$ cat config.mk
export PLATFORM = sky130hd
export DESIGN_NAME = trace_flush_controller
export DESIGN_NICKNAME = d
export VERILOG_FILES = /design/src/rtl/trace_flush_controller.sv
export SDC_FILE = /design/constraint.sdc
export NUM_CORES = 1
export LEC_CHECK = 0
export CAP_MARGIN = 40
export CORE_ASPECT_RATIO = 0.6
export CORE_MARGIN = 10
export CORE_UTILIZATION = 55
export CTS_BUF_LIST = sky130_fd_sc_hd__clkbuf_4
export CTS_CLUSTER_SIZE = 25
export DETAILED_ROUTE_END_ITERATION = 7
export GPL_ROUTABILITY_DRIVEN = 0
export PLACE_DENSITY = 0.92
export SYNTH_ARGS = -nofsm -noshare
export SYNTH_HDL_FRONTEND = slang
export SYNTH_SLANG_ARGS = --single-unit
$ cat constraint.sdc
create_clock -name clk -period 15 [get_ports clk]
set_input_delay 3 -clock clk [delete_from_list [all_inputs] [get_ports clk]]
set_output_delay 3 -clock clk [all_outputs]
set_load 0.005 [all_outputs]
$ cat src/rtl/trace_flush_controller.sv
// trace_flush_controller: captures trace words into a ping-pong buffer and hands each sealed bank to the burst write engine.
// Latency: buffer write lands in the accept cycle; the start request rises no earlier than 2 cycles after a seal.
// Backpressure: trace_ready drops only while both banks await flushing; the engine side uses start and done valid/ready handshakes.
module trace_flush_controller #(
    parameter int DataWidth       = 32,
    parameter int BufferAddrWidth = 10,
    parameter int AXIAddrWidth    = 64,
    parameter int AXIDataWidth    = 32
) (
    input  logic                       clk,
    input  logic                       reset,
    input  logic [DataWidth-1:0]       trace_data,
    input  logic                       trace_valid,
    output logic                       trace_ready,
    input  logic                       flush,
    input  logic [AXIAddrWidth-1:0]    base_addr,
    input  logic [31:0]                region_words,
    output logic [BufferAddrWidth-1:0] buf_addr,
    output logic [DataWidth-1:0]       buf_data,
    output logic                       buf_ce,
    output logic                       buf_we,
    output logic                       start_valid,
    input  logic                       start_ready,
    output logic [BufferAddrWidth-1:0] data_ptr,
    output logic [BufferAddrWidth-1:0] data_size,
    output logic [AXIAddrWidth-1:0]    axi_offset,
    input  logic                       done_valid,
    output logic                       done_ready,
    output logic [31:0]                words_flushed,
    output logic                       wrapped,
    output logic                       busy
);

    localparam int BankDepth = 1 << (BufferAddrWidth - 1);
    localparam int ByteShift = $clog2(AXIDataWidth / 8);
    localparam logic [BufferAddrWidth-1:0] BankDepthW = BufferAddrWidth'(BankDepth);

    typedef enum logic [1:0] {
        IDLE  = 2'd0,
        ISSUE = 2'd1,
        WAIT  = 2'd2
    } state_t;

    state_t                     state;

    // Capture side state
    logic                       wr_bank;
    logic [BufferAddrWidth-1:0] wr_count;
    logic [1:0]                 bank_full;
    logic [BufferAddrWidth-1:0] bank_len [2];

    // Flush side state
    logic                       rd_bank;
    logic [31:0]                offset_words;

    logic                       accept;
    logic                       seal;
    logic                       clear;
    logic [BufferAddrWidth-1:0] eff_count;

    logic [32:0]                end_words;
    logic                       need_wrap;
    logic [31:0]                issue_offset;
    logic [AXIAddrWidth-1:0]    issue_axi;

    // Capture is accepted whenever the bank being written is not waiting for a flush.
    assign trace_ready = !bank_full[wr_bank];
    assign accept      = trace_valid && trace_ready;

    // Buffer write port: the accepted word goes straight to the RAM this cycle.
    assign buf_ce   = accept;
    assign buf_we   = accept;
    assign buf_addr = {wr_bank, wr_count[BufferAddrWidth-2:0]};
    assign buf_data = trace_data;

    // Count including the word accepted this cycle; a flush and a fill in the
    // same cycle collapse into one seal because both use this single value.
    assign eff_count = wr_count + BufferAddrWidth'(accept);
    assign seal      = (eff_count == BankDepthW) || (flush && (eff_count != '0));

    // Completion frees the bank being flushed; it is never the bank being sealed,
    // since a full bank cannot be written and hence cannot be sealed.
    assign clear = (state == WAIT) && done_valid;

    // Wrap decision for the next request; the compare is one bit wider so a
    // large offset cannot alias past the region end.
    assign end_words    = {1'b0, offset_words} + 33'(bank_len[rd_bank]);
    assign need_wrap    = end_words > {1'b0, region_words};
    assign issue_offset = need_wrap ? 32'd0 : offset_words;
    assign issue_axi    = base_addr + (AXIAddrWidth'(issue_offset) << ByteShift);

    assign busy = (|bank_full) || (state != IDLE);

    // Capture bookkeeping: advance the write count, seal banks, and free banks on completion.
    always_ff @(posedge clk) begin
        if (reset) begin
            wr_bank     <= 1'b0;
            wr_count    <= '0;
            bank_full   <= 2'b00;
            bank_len[0] <= '0;
            bank_len[1] <= '0;
        end else begin
            if (seal) begin
                bank_full[wr_bank] <= 1'b1;
                bank_len[wr_bank]  <= eff_count;
                wr_bank            <= ~wr_bank;
                wr_count           <= '0;
            end else if (accept) begin
                wr_count <= eff_count;
            end
            if (clear) begin
                bank_full[rd_bank] <= 1'b0;
            end
        end
    end

    // Flush FSM: issue sealed banks to the engine in seal order and track the DRAM offset.
    always_ff @(posedge clk) begin
        if (reset) begin
            state         <= IDLE;
            rd_bank       <= 1'b0;
            offset_words  <= '0;
            words_flushed <= '0;
            wrapped       <= 1'b0;
            start_valid   <= 1'b0;
            done_ready    <= 1'b0;
            data_ptr      <= '0;
            data_size     <= '0;
            axi_offset    <= '0;
        end else begin
            case (state)
                IDLE: begin
                    if (bank_full[rd_bank]) begin
                        state        <= ISSUE;
                        start_valid  <= 1'b1;
                        data_ptr     <= {rd_bank, {(BufferAddrWidth-1){1'b0}}};
                        data_size    <= bank_len[rd_bank];
                        axi_offset   <= issue_axi;
                        offset_words <= issue_offset;
                        if (need_wrap) begin
                            wrapped <= 1'b1;
                        end
                    end
                end
                ISSUE: begin
                    if (start_ready) begin
                        state       <= WAIT;
                        start_valid <= 1'b0;
                        done_ready  <= 1'b1;
                    end
                end
                WAIT: begin
                    if (done_valid) begin
                        state         <= IDLE;
                        done_ready    <= 1'b0;
                        offset_words  <= offset_words + 32'(bank_len[rd_bank]);
                        words_flushed <= words_flushed + 32'(bank_len[rd_bank]);
                        rd_bank       <= ~rd_bank;
                    end
                end
                default: begin
                    state       <= IDLE;
                    start_valid <= 1'b0;
                    done_ready  <= 1'b0;
                end
            endcase
        end
    end

endmodule

==> results of run 1 <==
-- sequential cells by signal, summed over array words and instances, names as in the netlist, 2 cells and up, named ones only --
register / cells
axi_offset: 64
offset_words: 32
wr_count: 10
state: 2
bank_full: 2
bank_len: 20
words_flushed: 32
data_size: 10
-- synthesized netlist by cell type (all sizes together) (2+ instances only) --
| cell type | n | share of area |
|---|---|---|
| a2111oi | 6 | 0.0046 |
| a211o | 2 | 0.0015 |
| a211oi | 15 | 0.012 |
| a21boi | 4 | 0.0032 |
| a21o | 27 | 0.017 |
| a21oi | 134 | 0.058 |
| a221oi | 2 | 0.0020 |
| a22o | 12 | 0.0090 |
| a31o | 2 | 0.0015 |
| a31oi | 17 | 0.0091 |
| a41oi | 3 | 0.0029 |
| and2 | 47 | 0.025 |
| and3 | 27 | 0.016 |
| and4 | 13 | 0.0097 |
| buf | 63 | 0.038 |
| clkbuf | 43 | 0.014 |
| dfxtp | 159 | 0.27 |
| edfxtp | 20 | 0.051 |
| fa | 3 | 0.0051 |
| ha | 86 | 0.092 |
| inv | 63 | 0.020 |
| mux2 | 11 | 0.011 |
| mux2i | 5 | 0.0043 |
| nand2 | 164 | 0.053 |
| nand2b | 2 | 0.0011 |
| nand3 | 37 | 0.017 |
| nand4 | 26 | 0.015 |
| nor2 | 121 | 0.039 |
| nor2b | 7 | 0.0037 |
| nor3 | 17 | 0.0077 |
| nor4 | 3 | 0.0016 |
| o211ai | 9 | 0.0062 |
| o21a | 15 | 0.0096 |
| o21ai | 74 | 0.032 |
| o21bai | 7 | 0.0045 |
| o221ai | 4 | 0.0030 |
| o22ai | 2 | 0.0011 |
| o311ai | 3 | 0.0022 |
| o31ai | 14 | 0.012 |
| or2 | 2 | 0.0011 |
| or3 | 11 | 0.0059 |
| or4 | 4 | 0.0026 |
| xnor2 | 65 | 0.049 |
| xor2 | 55 | 0.041 |
-- path summary, 6_finish.rpt --
path | from | end | slack [ns] | depth (start not counted)
max | register | axi_offset[40] | 6.26 | 33
min | axi_offset[20] | axi_offset[20] | 0.46 | 2
max reg2reg | register | axi_offset[40] | 6.26 | 33
min reg2reg | axi_offset[20] | axi_offset[20] | 0.46 | 2
-- power groups by stage --
stage	registers (mW)	logic, mW	clock network [mW]
after global placement	0.541	0.227	0
after global routing	0.536	0.261	0.311
final	0.533	0.240	0.285
after detailed placement	0.542	0.237	0
after CTS	0.532	0.239	0.290
after floorplan	0.539	0.122	0
-- metrics by stage --
step / utilization / worst slack, ns
4_1_cts: 0.673 / 6.48
3_5_place_dp: 0.659 / 6.51
6_report: 0.673 / 6.26
5_1_grt: 0.673 / 5.66
3_3_place_gp: 0.657 / 6.69
2_1_floorplan: - / 7.88
-- cell type report --
cell class	count	area, µm²	share of cell area
clock buffers	17	128	0.00904
repair buffers	235	2350	0.167
multi-input cells	1080	7110	0.504
inverters	63	236	0.0167
well taps	279	349	0.0247
clock inverters	15	161	0.0114
flip-flops and latches	179	3780	0.268
-- cells by family (layout without fill, tap and decap cells) --
family | Yosys count | after routing | synth area share
AND/OR/NAND/NOR | 483 | 483 | 0.201
flip-flops | 179 | 179 | 0.323
XOR/XNOR | 120 | 120 | 0.0898
adder cells (fa/ha/maj) | 89 | 89 | 0.0971
multiplexers | 16 | 16 | 0.0152
AO/OA/AOI/OAI | 363 | 363 | 0.201
buffers and inverters | 169 | 330 | 0.0719
other | 1 | 9 | 0.000320
-- layer usage --
metal,global-route usage,wire [µm],vias to the layer above
met5,0,0,-
li1,-,-,5271
met3,0.0830,3830,65
met2,0.411,16800,598
met1,0.321,15400,5329
met4,0.0709,678,0
-- layout by cell type (no fill, tap or decap), types with 12 or more instances in the layout --
master             n
clkdlybuf4s50_1  224
nand2_1          162
dfxtp_1          159
a21oi_1          131
nor2_1           120
ha_1              86
xnor2_1           65
inv_1             63
o21ai_0           61
xor2_1            55
and2_1            45
nand3_1           34
a21o_1            27
nand4_1           25
and3_1            24
edfxtp_1          20
a31oi_1           17
clkbuf_4          17
nor3_1            16
o21a_1            15
and4_1            13
a22o_1            12
a211oi_1          12
-- worst register-to-register path, delay by kind of cell (launching register included) --
| family | cells | cell delay (ns) |
|---|---|---|
| xor gates and xnor gates | 1 | 0.19 |
| adders and majority gates | 5 | 1.58 |
| DFF | 1 | 0.64 |
| muxes | 1 | 0.31 |
| buffers and inverters | 2 | 0.32 |
| and+or+nand+nor | 9 | 1.68 |
| AOI/OAI and AO/OA | 15 | 3.88 |
==> reports/results.txt, run 1 <==
RSZ-0062 raised after global routing -> false
Post-synth EDFFs -> 20
core area -> 21000 µm²
Slew HR -> 0.380
post-route setup TNS -> 0 ns
mapped cell area -> 11700 µm²
# rows -> 41
vias per cell -> 6.03
drt wl/cell -> 19.7 µm
Net Sw Power -> 0.351 mW
Clk pin slew, worst setup/hold paths -> 0.17 ns
Worst path max stage delay -> 0.64 ns
Die Span X -> 208 µm
Sinks on Clock Net -> 179
Layout area overhead -> 20.7%
placed cells -> 1836
# hold bufs at CTS -> 0
Synth cell types -> 83
port bufs -> 225
Total Power Consumption -> 1.06 mW
critical path arrival -> 9.26 ns
Worst Hold Class -> reg2reg
sequential share of the synthesized area -> 0.323
CP top delay family -> compound AO/OA/AOI/OAI gates
cells after synthesis -> 1420
Antenna Nets Post-Route -> 0
H-tree depth -> 4
WL final -> 36800 µm
Max-Cap Viols -> 0
internal power -> 0.707 mW
Final nets -> 1799
CP Class -> reg2reg
total number of vias -> 11263
Skew-Pair Late Insertion Delay -> 0.65 ns
# Post-CTS Setup Buffers -> 0
global-route wire length before repair -> 58400 µm
CP bufs+invs -> 2
Initial Util -> 0.558
Die H -> 133 µm
Final Cell Area -> 14100 µm²
# fillers -> 1682
minimum clock period -> 8.74 ns
Root Buffer -> clkbuf_4
most used cell along the critical path -> ha_1
Setup Skew -> 0.0314 ns
Lkg Pwr -> 5.71 nW
nature of the critical path startpoint -> register
CP required -> 15.52 ns
ANT cells -> 0
Tcrit/Tclk final -> 0.583
CTS tree -> done
Worst setup EP type -> register
critical path's slowest cell -> dfxtp_1
DRC errors left -> 0
die footprint -> 27700 µm²
Placed Area -> 13800 µm²
Avg Cell Area, Syn -> 8.24 µm²
critical path fanouts, max -> 33
top_reg_cell synth -> dfxtp_1
Hold WS -> 0.464 ns
vias in the first global route -> 11032
largest net degree at the start of global routing -> 83
cts repair resizes -> 0
Yosys reg bits -> 179
Sw Share -> 0.331
power density over the cells -> 74.9 nW/µm²
count of final hold-check violations -> 0
HPWL Detailed -> 28400 µm
fraction of registers with async set/reset -> 0
IO Pins -> 299
sequential share of power -> 0.503
first drt pass iteration count -> 5
Final Max Slew Viols -> 0
Worst Tran Pin Value -> 0.931 ns
DRT iter0 DRCs -> 1042
CTS max path bufs -> 2
clock network power share -> 0.269
CTS buffer count -> 17
FMAX -> 0.114 GHz
final setup violation count -> 0
Synth warnings -> 0
share of cells above drive strength 1 -> 0.0560
IR drop worst, VDD -> 0.0000504 V
Overflow after GRT -> 0
status -> complete, no violations
total track usage -> 0.255
Gate power share -> 0.227
initial antenna violation count -> 0
Post-Layout Cell Count -> 1868
(Power assumes the default switching activity.)
==> inputs of run 2 (changes only) <==
- CORE_UTILIZATION: 55 -> 51
- PLACE_DENSITY: 0.92 -> 0.87
- clock period: 15 -> 8.05 ns (I/O delays scaled with it)
==> reports/results.txt, run 2 (synthesis gave the netlist of run 1 again) <==
largest net degree at the start of global routing -> 78 (-6.0%)
first drt pass iteration count -> 5 (unchanged)
Sw Share -> 0.324 (-0.00731)
Worst path max stage delay -> 0.50 ns (-0.14 ns)
die footprint -> 29600 µm² (+6.9%)
Root Buffer -> clkbuf_4
status -> complete, no violations
most frequent cells in the layout -> clkdlybuf4s50_1, nand2_1, dfxtp_1, a21oi_1, nor2_1
CP bufs+invs -> 2 (unchanged)
Reg2Reg Setup Slack -> 0.36 ns (-5.90 ns)
global-route wire length before repair -> 58000 µm (-0.71%)
Final nets -> 1805 (+0.33%)
Max-Cap Viols -> 0 (unchanged)
sequential share of power -> 0.499 (-0.004)
nature of the critical path startpoint -> register
total track usage -> 0.242 (-0.0135)
IO Pins -> 299 (unchanged)
CTS max path bufs -> 2 (unchanged)
core area -> 22300 µm² (+6.2%)
Total Power Consumption -> 1.99 mW (+88%)
CP Class -> reg2reg
Tcrit/Tclk final -> 0.955 (+0.373)
stages on the worst setup path -> 32 (-3.0%)
Net Sw Power -> 0.644 mW (+84%)
Sinks on Clock Net -> 179 (unchanged)
max reg flops -> 64 (unchanged)
share of cells above drive strength 1 -> 0.0621 (+0.00606)
post-route setup TNS -> 0 ns (unchanged)
Slew HR -> 0.338 (-0.0414)
Lkg Pwr -> 5.74 nW (+0.57%)
Biggest register -> axi_offset
final setup violation count -> 0 (unchanged)
# hold bufs at CTS -> 0 (unchanged)
Antenna Nets Post-Route -> 0 (unchanged)
commonest non-fill, non-tap cell in the layout -> clkdlybuf4s50_1
CTS tree -> done
port bufs -> 225 (unchanged)
DRC errors left -> 0 (unchanged)
Overflow after GRT -> 0 (unchanged)
vias per cell -> 5.88 (-2.5%)
Skew-Pair Late Insertion Delay -> 0.63 ns (-0.02 ns)
Sequential Area -> 3780 µm² (unchanged)
critical path's slowest cell -> dfxtp_1
RSZ-0062 raised after global routing -> false
minimum clock period -> 7.69 ns (-1.05 ns)
Initial Util -> 0.525 (-0.0325)
initial antenna violation count -> 0 (unchanged)
Die Span X -> 216 µm (+3.5%)
Worst setup EP type -> register
Worst Hold Class -> reg2reg
DRT iter0 DRCs -> 1143 (+9.7%)
H-tree depth -> 4 (unchanged)
vias in the first global route -> 10682 (-3.2%)
total number of vias -> 11182 (-0.72%)
Gate power share -> 0.227 (about the same)
power density over the cells -> 140 nW/µm² (+86%)
CP required -> 8.59 ns (-6.93 ns)
# rows -> 42 (+2.4%)
Setup Skew -> 0.0325 ns (+0.00104 ns)
drt wl/cell -> 19.5 µm (-0.94%)
area occupied by multi-input gates -> 7150 µm² (+0.51%)
CP top delay family -> compound AO/OA/AOI/OAI gates
Clk pin slew, worst setup/hold paths -> 0.17 ns (about the same)
most used cell along the critical path -> ha_1
critical path fanouts, max -> 33 (unchanged)
Final Max Slew Viols -> 0 (unchanged)
IR drop worst, VDD -> 0.000115 V (+130%)
internal power -> 1.34 mW (+90%)
Reg2Reg Depth -> 32 (-3.0%)
# fillers -> 1930 (+15%)
HPWL Detailed -> 28600 µm (+0.65%)
biggest regs -> axi_offset x64, offset_words x32, words_flushed x32
Critical Path End -> axi_offset[48]
Die H -> 137 µm (+3.3%)
Worst Tran Pin Value -> 0.989 ns (+0.0589 ns)
count of final hold-check violations -> 0 (unchanged)
WL final -> 37100 µm (+0.92%)
Layout area overhead -> 21.6%
FMAX -> 0.130 GHz (+14%)
Reg2Reg Capture Point -> axi_offset[48]
critical path arrival -> 8.23 ns (-1.03 ns)
CTS buffer count -> 17 (unchanged)
clock network power share -> 0.274 (+0.005)
ANT cells -> 0 (unchanged)
==> run 2: changes by cell type in the layout (fill, tap and decap cells not counted), moves of 2 or more <==
cell      before  now
a21oi_1      131  129
buf_4          9   16
clkinv_4       0    2
clkinv_8       3    1
inv_6          6    4
==> run 2: what timing repair did <==
action	in CTS	in global routing
endpoints found under the setup margin	0	45
resized for setup	0	6
buffers inserted	0	2
==> run 2: cell type report <==
class                      instances  area share
timing repair buffer             241       0.168
clock inverter                    15      0.0115
tap                              308      0.0271
multi-input combinational       1080       0.502
sequential                       179       0.266
inverter                          63      0.0166
clock buffer                      17     0.00896
==> run 2: worst reg2reg max path, delay by kind of cell (launching register included) <==
family                   cells  cell delay [ns]
AO/OA/AOI/OAI               16             3.50
XOR/XNOR                     1             0.23
buffers and inverters        2             0.35
adder cells (fa/ha/maj)      5             1.35
multiplexers                 1             0.24
flip-flops                   1             0.50
AND/OR/NAND/NOR              7             1.43
==> run 2: worst min path at each step <==
stage | startpoint | end | slack [ns] | depth (start not counted)
after floorplan | offset_words[0] | offset_words[0] | 0.44 | 2
after global placement | axi_offset[32] | axi_offset[32] | 0.44 | 2
after detailed placement | axi_offset[20] | axi_offset[20] | 0.44 | 2
after CTS | axi_offset[20] | axi_offset[20] | 0.46 | 2
after global routing | axi_offset[20] | axi_offset[20] | 0.48 | 2
final | axi_offset[20] | axi_offset[20] | 0.46 | 2
==> run 2: stage by stage <==
step                      utilization  hold slack (ns)  setup WS [ns]  std cells  instance area, µm²
after global placement          0.622            0.439          0.575       1868               13900
after detailed placement        0.624            0.444          0.199       1869               13900
final                           0.639            0.462          0.358       1903               14200
after global routing            0.639            0.477         0.0375       1903               14200
after floorplan                     -            0.442           1.06       1428               11700
after CTS                       0.637            0.464          0.106       1901               14200
==> run 2: power by group through the flow <==
stage / Clock (mW) / Combinational [mW] / Sequential [mW]
2_1_floorplan: 0 / 0.228 / 1.01
3_3_place_gp: 0 / 0.431 / 1.01
3_5_place_dp: 0 / 0.445 / 1.01
4_1_cts: 0.553 / 0.448 / 0.991
5_1_grt: 0.585 / 0.489 / 0.998
6_report: 0.545 / 0.450 / 0.992
==> run 2: layer usage <==
metal / GRT usage / wire (µm) / vias to the layer above
met5: 0 / 0 / -
met4: 0.0576 / 479 / 0
met3: 0.0644 / 3670 / 54
met2: 0.381 / 16500 / 589
met1: 0.325 / 16500 / 5270
li1: - / - / 5269
==> inputs of run 3 (changes only) <==
- CORE_UTILIZATION: 51 -> 45
- DONT_BUFFER_PORTS: unset -> 1
- PLACE_DENSITY: 0.87 -> 0.64
==> reports/results.txt, run 3 (synthesis gave the netlist of run 1 again) <==
status -> complete, no violations
minimum clock period -> 7.50 ns (-0.194 ns)
critical path fanouts, max -> 11 (-67%)
commonest non-fill, non-tap cell in the layout -> nand2_1
total number of vias -> 9912 (-11%)
final setup violation count -> 0 (unchanged)
vias in the first global route -> 9154 (-14%)
CP Class -> reg2reg
share of cells above drive strength 1 -> 0.0761 (+0.0140)
Setup WS post-layout -> 0.553 ns (+0.194 ns)
total track usage -> 0.205 (-0.0368)
CTS buffer count -> 17 (unchanged)
Lkg Pwr -> 4.96 nW (-14%)
Biggest register -> axi_offset
critical path arrival -> 8.07 ns (-0.16 ns)
Reg2Reg Setup Slack -> 0.55 ns (+0.19 ns)
# rows -> 45 (+7.1%)
CTS max path bufs -> 2 (unchanged)
Sinks on Clock Net -> 179 (unchanged)
Die H -> 145 µm (+5.5%)
Hold WS -> 0.483 ns (+0.0205 ns)
Clk pin slew, worst setup/hold paths -> 0.17 ns (about the same)
Final Max Slew Viols -> 0 (unchanged)
first drt pass iteration count -> 6 (+1)
biggest regs -> axi_offset x64, offset_words x32, words_flushed x32
Worst Tran Pin Value -> 0.912 ns (-0.0779 ns)
initial antenna violation count -> 1 (+1)
Antenna Nets Post-Route -> 0 (unchanged)
most frequent cells in the layout -> nand2_1, dfxtp_1, a21oi_1, nor2_1, ha_1
nature of the critical path startpoint -> register
pre-CTS WS -> 0.590 ns (+0.390 ns)
Worst path max stage delay -> 0.41 ns (-0.09 ns)
die footprint -> 33100 µm² (+12%)
Reg2Reg Capture Point -> axi_offset[56]
DRT iter0 DRCs -> 789 (-31%)
Endpoint, Worst Hold -> axi_offset[29]
Tcrit/Tclk final -> 0.931 (-0.0242)
max reg flops -> 64 (unchanged)
Layout area overhead -> 3.05%
IR drop worst, VDD -> 0.0000938 V (-19%)
Root Buffer -> clkbuf_4
largest net degree at the start of global routing -> 95 (+22%)
Worst setup EP type -> register
CTS tree -> done
FMAX -> 0.133 GHz (+2.6%)
global-route wire length before repair -> 54700 µm (-5.6%)
IO Pins -> 299 (unchanged)
Skew-Pair Late Insertion Delay -> 0.67 ns (+0.04 ns)
WL final -> 34900 µm (-5.9%)
core area -> 25400 µm² (+14%)
Slew HR -> 0.392 (+0.0540)
post-route setup TNS -> 0 ns (unchanged)
Reg2Reg Depth -> 34 (+6.3%)
DRC errors left -> 0 (unchanged)
port bufs -> 0 (-100%)
vias per cell -> 5.72 (-2.7%)
CP required -> 8.63 ns (+0.04 ns)
Max-Cap Viols -> 0 (unchanged)
drt wl/cell -> 20.2 µm (+3.4%)
Overflow after GRT -> 0 (unchanged)
power density over the cells -> 147 nW/µm² (+5.3%)
Cells on Worst Hold Path -> 2 (unchanged)
Worst Hold Class -> reg2reg
count of final hold-check violations -> 0 (unchanged)
Die Span X -> 228 µm (+5.9%)
Setup Skew -> 0.0476 ns (+0.0151 ns)
critical path's slowest cell -> fa_1
Initial Util -> 0.460 (-0.0654)
H-tree depth -> 4 (unchanged)
Hold Crit Start -> axi_offset[29]
HPWL Detailed -> 27100 µm (-5.3%)
Total Power Consumption -> 1.77 mW (-11%)
Final nets -> 1590 (-12%)
-- run 3: final cells by class --
type                            count  area [µm²]
Sequential cell                   179        3780
Fill cell                        2576       13400
Antenna cell                        1        2.50
Timing Repair Buffer               26         228
Tap cell                          352         440
Clock buffer                       19         143
Multi-Input combinational cell   1080        7130
Clock inverter                     13        98.8
Inverter                           63         236
-- run 3: how the worst max path moves through the flow --
| stage | startpoint | to |
|---|---|---|
| 4_1_cts | register | axi_offset[40] |
| 6_report | register | axi_offset[56] |
| 3_3_place_gp | register | axi_offset[58] |
| 3_5_place_dp | register | axi_offset[40] |
| 5_1_grt | register | axi_offset[40] |
| 2_1_floorplan | register | axi_offset[59] |
-- run 3: per-layer routing --
metal  GRT usage  part of all wire
met2       0.298              0.42
met3      0.0712             0.092
met5           0                 0
met4      0.0485             0.014
met1       0.284              0.48
-- run 3: worst max-delay path, delay by kind of cell (launching register included) --
kind / cells / cell delay [ns]
AO/OA/AOI/OAI: 16 / 3.42
adder cells (fa/ha/maj): 5 / 1.33
AND/OR/NAND/NOR: 7 / 1.22
buffers and inverters: 4 / 0.53
flip-flops: 1 / 0.39
multiplexers: 1 / 0.27
XOR/XNOR: 1 / 0.23
-- run 3: per-stage QoR --
step	util	instance area (µm²)	std cells
after detailed placement	0.463	11800	1698
after global routing	0.474	12100	1732
final	0.474	12100	1733
after global placement	0.461	11700	1695
after floorplan	-	11700	1428
after CTS	0.472	12000	1730
-- run 3: where the power goes --
part	total (mW)	switching (mW)	internal [mW]
clock network	0.493	0.359	0.134
logic	0.271	0.172	0.0984
registers	1.01	0.0518	0.958
-- run 3: repair_timing --
action | CTS | global route
setup buffers | 0 | 1
hold endpoints to repair | 0 | 0
hold buffers | 0 | 0
endpoints found under the setup margin | 0 | 17
gates resized for setup | 0 | 3
